--- config.mk ---
export PLATFORM = sky130hd
export DESIGN_NAME = seq_mult_add
export DESIGN_NICKNAME = d
export VERILOG_FILES = /design/src/rtl/seq_mult_add.sv
export SDC_FILE = /design/constraint.sdc
export NUM_CORES = 1
export LEC_CHECK = 0
export ABC_AREA = 1
export CAP_MARGIN = 30
export CORE_UTILIZATION = 55
export CTS_CLUSTER_SIZE = 24
export DETAILED_ROUTE_END_ITERATION = 8
export PLACE_DENSITY_LB_ADDON = 0.15
export SLEW_MARGIN = 20
export SYNTH_ARGS = -nofsm -noshare
export SYNTH_HDL_FRONTEND = slang
export SYNTH_SLANG_ARGS = --single-unit
--- constraint.sdc ---
create_clock -name clk -period 2.33 [get_ports clk]
set_input_delay 0.3495 -clock clk [delete_from_list [all_inputs] [get_ports clk]]
set_output_delay 0.3495 -clock clk [all_outputs]
set_load 0.03 [all_outputs]
--- src/rtl/seq_mult_add.sv ---
// Rebuilds a dividend D = Q*M + R from 4-bit divider results with a shift-add
// multiplier. It also flags operand sets that no 4-bit divider could have produced.
module seq_mult_add (
   input  logic       clk,
   input  logic       rst_n,
   input  logic       start,
   input  logic [3:0] Q,
   input  logic [3:0] M,
   input  logic [3:0] R,
   output logic [7:0] D,
   output logic       busy,
   output logic       done,
   output logic       range_err,
   output logic       rem_err
);

   typedef enum logic [1:0] {StIdle, StMul, StAdd} state_e;

   state_e     state_q;
   logic [1:0] cnt_q;
   logic [3:0] q_q;
   logic [3:0] m_q;
   logic [3:0] r_q;
   logic [7:0] acc_q;

   logic [7:0] addend;
   logic [7:0] sum;

   always_comb begin
      addend = {4'b0000, m_q} << cnt_q;
      sum    = acc_q + {4'b0000, r_q};
   end

   always_ff @(posedge clk or negedge rst_n) begin
      if (!rst_n) begin
         state_q   <= StIdle;
         cnt_q     <= '0;
         q_q       <= '0;
         m_q       <= '0;
         r_q       <= '0;
         acc_q     <= '0;
         D         <= '0;
         busy      <= 1'b0;
         done      <= 1'b0;
         range_err <= 1'b0;
         rem_err   <= 1'b0;
      end else begin
         done <= 1'b0;
         case (state_q)
            StIdle: begin
               if (start) begin
                  q_q     <= Q;
                  m_q     <= M;
                  r_q     <= R;
                  acc_q   <= '0;
                  cnt_q   <= '0;
                  busy    <= 1'b1;
                  state_q <= StMul;
               end
            end
            StMul: begin
               // One partial product per bit of Q, LSB first
               if (q_q[0]) acc_q <= acc_q + addend;
               q_q   <= q_q >> 1;
               cnt_q <= cnt_q + 2'd1;
               if (cnt_q == 2'd3) state_q <= StAdd;
            end
            StAdd: begin
               D         <= sum;
               range_err <= (sum > 8'd127);
               rem_err   <= (m_q == 4'd0) || (r_q >= m_q);
               done      <= 1'b1;
               busy      <= 1'b0;
               state_q   <= StIdle;
            end
            default: state_q <= StIdle;
         endcase
      end
   end

endmodule

# --- Word level (Yosys, flattened, before mapping) ---
# Cells that the tools add are included.
op_classes:
  add_sub_neg: 3
  multipliers: 0
  n_div: 0
  n_lt_le_gt_ge: 2
  n_eq_ne: 6
  n_shift: 1
  n_mux: 13
  bitwise: 0
  n_reduce_logical: 10
op_table:
  columns: ["operator", "count"]
  rows:
  - ["2-to-1 mux 8 bit", 2]
  - ["case mux 8 bit (2 select lines)", 1]
  - ["adder 8 x 4 -> 8 bit", 1]
  - ["adder 8 bit", 1]
  - ["greater-than comparator 8 x 7 -> 1 bit, second input constant", 1]
  - ["case mux 2 bit (2 select lines)", 2]
  - ["case mux 4 bit (2 select lines)", 1]
  - ["AND reduction 2 bit", 4]
  - ["<< shifter 4 x 2 -> 8 bit", 1]
  - ["2-to-1 mux 2 bit", 3]
  - ["!= test 2 bit, second input constant", 3]
  - ["== test 2 bit, second input constant", 2]
  - ["greater-or-equal comparator 4 bit", 1]
  - ["zero test 4 bit", 1]
  - ["2-to-1 mux 4 bit", 1]
  - ["nonzero test 2 bit", 2]
  - ["AND reduction 3 bit", 1]
  - ["adder 2 x 1 -> 2 bit, second input constant", 1]
  - ["== test 2 x 1 -> 1 bit, second input constant", 1]
  - ["zero test 2 bit", 1]
  - ["2-to-1 mux 1 bit", 2]
  - ["case mux 1 bit (2 select lines)", 1]
  - ["logical OR 1 bit", 1]
totals:
  regBits: 36
  latchBits: 0
  ram_bits: 0
  mem_bits_ro: 0
  out_inout_bits: 12
  word_cells: 46
  mem_count: 0

# --- Longest topological paths before layout ---
logic_depth:
  word_depth: 4
  ltp_mapped: 12

# --- Worst setup path before layout ---
# Ideal clock, no wire load.
synth_timing:
  path_type: "register to register"
  startpoint: "reg cnt_q[0]"
  endpoint: "reg acc_q[4]"
  arrival_ps: 1720
  required_time_ps: 2254
  setup_slack_ps: 534
  stages_incl_launch_ff: 10
  path_buffers: 1
  cell_sequence: "dfrtp_1 -> clkbuf_1 -> o21ai_0 -> nor2_1 -> fa_1 -> nand2_1 -> a21boi_0 -> o21ai_0 -> nand2_1 -> o21ai_1"
synth_via:
  elab_chain_len: 4
synth_rtl:
  columns: ["item", "line", "rtl"]
  rows:
  - ["start: declaration", "20", "logic [1:0] cnt_q;"]
  - ["start signal: assignment", "65", "cnt_q <= cnt_q + 2'd1;"]
  - ["<< shifter 4 x 2 -> 8 bit", "30", "addend = {4'b0000, m_q} << cnt_q;"]
  - ["adder 8 bit", "63", "if (q_q[0]) acc_q <= acc_q + addend;"]
  - ["2-to-1 mux 8 bit", "63", null]
  - ["case mux 8 bit (2 select lines)", "49", "case (state_q)"]
  - ["end signal: assignment", "63", null]
  - ["end: declaration", "24", "logic [7:0] acc_q;"]
# Every way passes these cells. The select of a mux whose other input is x is not followed.
# A chain may end at the register's enable or synchronous reset.

# --- Worst setup path in the final report ---
# Ends and elaborated chain as after synthesis.

==> out/results.txt <==
worst slew pin tran -> 0.442 ns
mapped cell area -> 2070 um^2
clk_lat worst skew -> 0.29 ns
root buf cell -> clkbuf_8
CP Launch Type -> flip-flop
routability congestion estimate from global placement -> 1.01
worst setup margin -> 0.411 ns
DRT iter0 DRCs -> 92
post-DR vias/cell -> 5.22
Pleak -> 0.00129 uW
CP cell instances -> o21ai_0 > nor2_1 > fa_1 > nand2_1 > a21boi_0 > o21ai_0 > nand2_1 > o21ai_1
Total Routing Usage GR -> 0.250
largest net degree at the start of global routing -> 37
EDFF count, synth -> 0
Syn Area/Cell -> 8.04 um^2
initial core utilization -> 0.598
pwr dens -> 1400 nW/um^2
Post-synth ARST share -> 1.00
share of the synthesized area in the top cell type -> 0.434
total congestion overflow -> 0
main flop type after synthesis -> dfrtp_1
synthesized flop and latch total -> 36
DR WL/cell -> 12.4 um
Switching Share -> 0.460
Tcrit/Tclk final -> 0.823
CTS Hold Bufs -> 0
maximum vdd drop -> 0.668 mV
# DRC -> 0
Post-Synthesis Cells -> 258
CTS Buffer Depth -> 2
post-layout min period -> 1.92 ns
Vias -> 1,755
Area contributors post-synth -> dfrtp_1 (43%), nand2_1 (17%), ha_1 (9.7%)
Combinational Power Share -> 0.538
H-tree depth -> 2
Slew Limit Fails -> 0
CTS Sinks -> 36
setup violators final -> 0
maxcap violations -> 0
status -> completed
Die W -> 63.4 um
Final Hold Fails -> 0
Fmax -> 521 MHz
Unique masters post-synth -> 26
CP max-delay cell -> dfrtp_1
initial antenna violation count -> 0
total core area -> 3470 um^2
postcts setup bufs -> 0
fin util -> 0.712
skew final -> 0.00337 ns
Largest stage delay, worst path -> 0.47 ns
IO Pins -> 27
Worst slew margin -> 0.706
ANT nets after route -> 0
CP max FO -> 10
cell taking the most area after synthesis -> dfrtp_1
First-pass DRT Iterations -> 4
wire length of the first global-routing pass -> 7690 um
DP HPWL -> 3090 um
crit path capture type -> flip-flop
aggregate negative setup slack -> 0 ns
nets -> 322
area delta synth->final -> 19.1%
clock slew at reported path FFs -> 0.07 ns
final instance area -> 2470 um^2
Placed Area -> 2380 um^2
Pint -> 1860 uW
WS Path Type -> flip-flop to flip-flop
Ys Warns -> 0
Mapped Nets -> 291
part of the power in registers -> 0.330
most common cell in the synthesized netlist -> nand2_1
Die ar. -> 4020 um^2
vias in the first global route -> 1,675
Sw Pwr -> 1590 uW
ANT cells -> 0
Port-buffer cells -> 26
CTS tree -> yes
Die Y -> 63.4 um
post-synthesis sequential area ratio -> 0.434
top post-synthesis cells by count -> nand2_1 (93), dfrtp_1 (36), inv_1 (22), nand3_1 (18), ha_1 (16)
total wire length -> 4150 um
share of layout cells above drive strength 1 -> 0.0690
Arrival @ worst endpoint -> 2.14 ns
Inserted Clock Buffers -> 5
RSZ-0062 raised after global routing -> false
clock network power share -> 0.133
PostCTS Resize Cnt -> 0
Tot Pwr -> 3450 uW
Hold Path Class -> flip-flop to flip-flop
num rows -> 21
Setup WS pre-CTS -> 0.455 ns
worst path required time -> 2.55 ns
[power by group through the flow]
stage	Sequential (uW)	Combinational [uW]	Clock, uW
after detailed placement	1140	1840	0
after global placement	1140	1790	0
after floorplan	1250	1210	0
final	1140	1850	457
after global routing	1180	2100	512
after CTS	1130	1850	471
[final timing paths]
kind | start | endpoint | slack, ns | cells after the start
worst max-delay path | cnt_q[0] | acc_q[4] | 0.41 | 8
worst min register to register | D[1] | D[1] | 0.47 | 2
worst max register to register | cnt_q[0] | acc_q[4] | 0.41 | 8
max in group asynchronous | rst_n | acc_q[0] | 1.55 | 2
min in group asynchronous | rst_n | rem_err | 0.48 | 2
worst min-delay path | D[1] | D[1] | 0.47 | 2
[through the flow]
step                hold slack, ns  std cells
floorplan                   0.0539        258
global placement             0.453        328
detailed placement           0.459        328
CTS                          0.476        336
global route                 0.501        336
finish                       0.471        336
[sequential cells by signal, indices dropped and copies added (netlist names), 2 cells and up]
name     flops
r_q          4
state_q      2
cnt_q        2
m_q          4
D            8
q_q          4
acc_q        8
[layout make-up]
type	count	area (um^2)
repair buffers	28	275
multi-input cells	191	1040
flip-flops and latches	36	901
inverters	27	104
clock inverters	1	7.51
well taps	46	57.6
clock buffers	7	86.3
fillers	287	998
[cells in the final DEF, fill, tap and decap left out, types with 2 or more instances in the layout]
master and instances:
nand2_1 93, dfrtp_1 36, clkdlybuf4s50_1 26, inv_1 22
nand3_1 18, ha_1 16, o21ai_0 11, nor2_1 8
a21oi_1 8, o21ai_1 8, nand4_1 7, clkbuf_8 6
inv_2 4, nand2_2 4, nor3_1 3, nand3b_1 3
a22o_1 3, xnor2_1 2, fa_1 2, buf_4 2
[kinds of logic (layout without fill, tap and decap cells)]
family,Yosys count,count (layout),share of synthesized area
mux,1,1,0.00483
buf+inv,31,63,0.0651
compound gates,33,33,0.0911
simple gates,137,137,0.280
flops,36,36,0.434
fa+ha+maj,18,18,0.116
xor+xnor,2,2,0.00845
[critical path: cells and delay by family (launching register included)]
kind            cells  cell delay [ns]
compound gates      4             0.65
fa+ha+maj           1             0.45
flops               1             0.47
simple gates        3             0.28
[metal layers]
metal	part of all wire	vias to the layer above	GRT usage
met2	0.47	33	0.391
met5	0	-	0
met1	0.48	804	0.336
met3	0.036	6	0.0707
met4	0.014	0	0.0767
li1	-	912	-
Note: power is estimated with default switching activity, not from simulation.
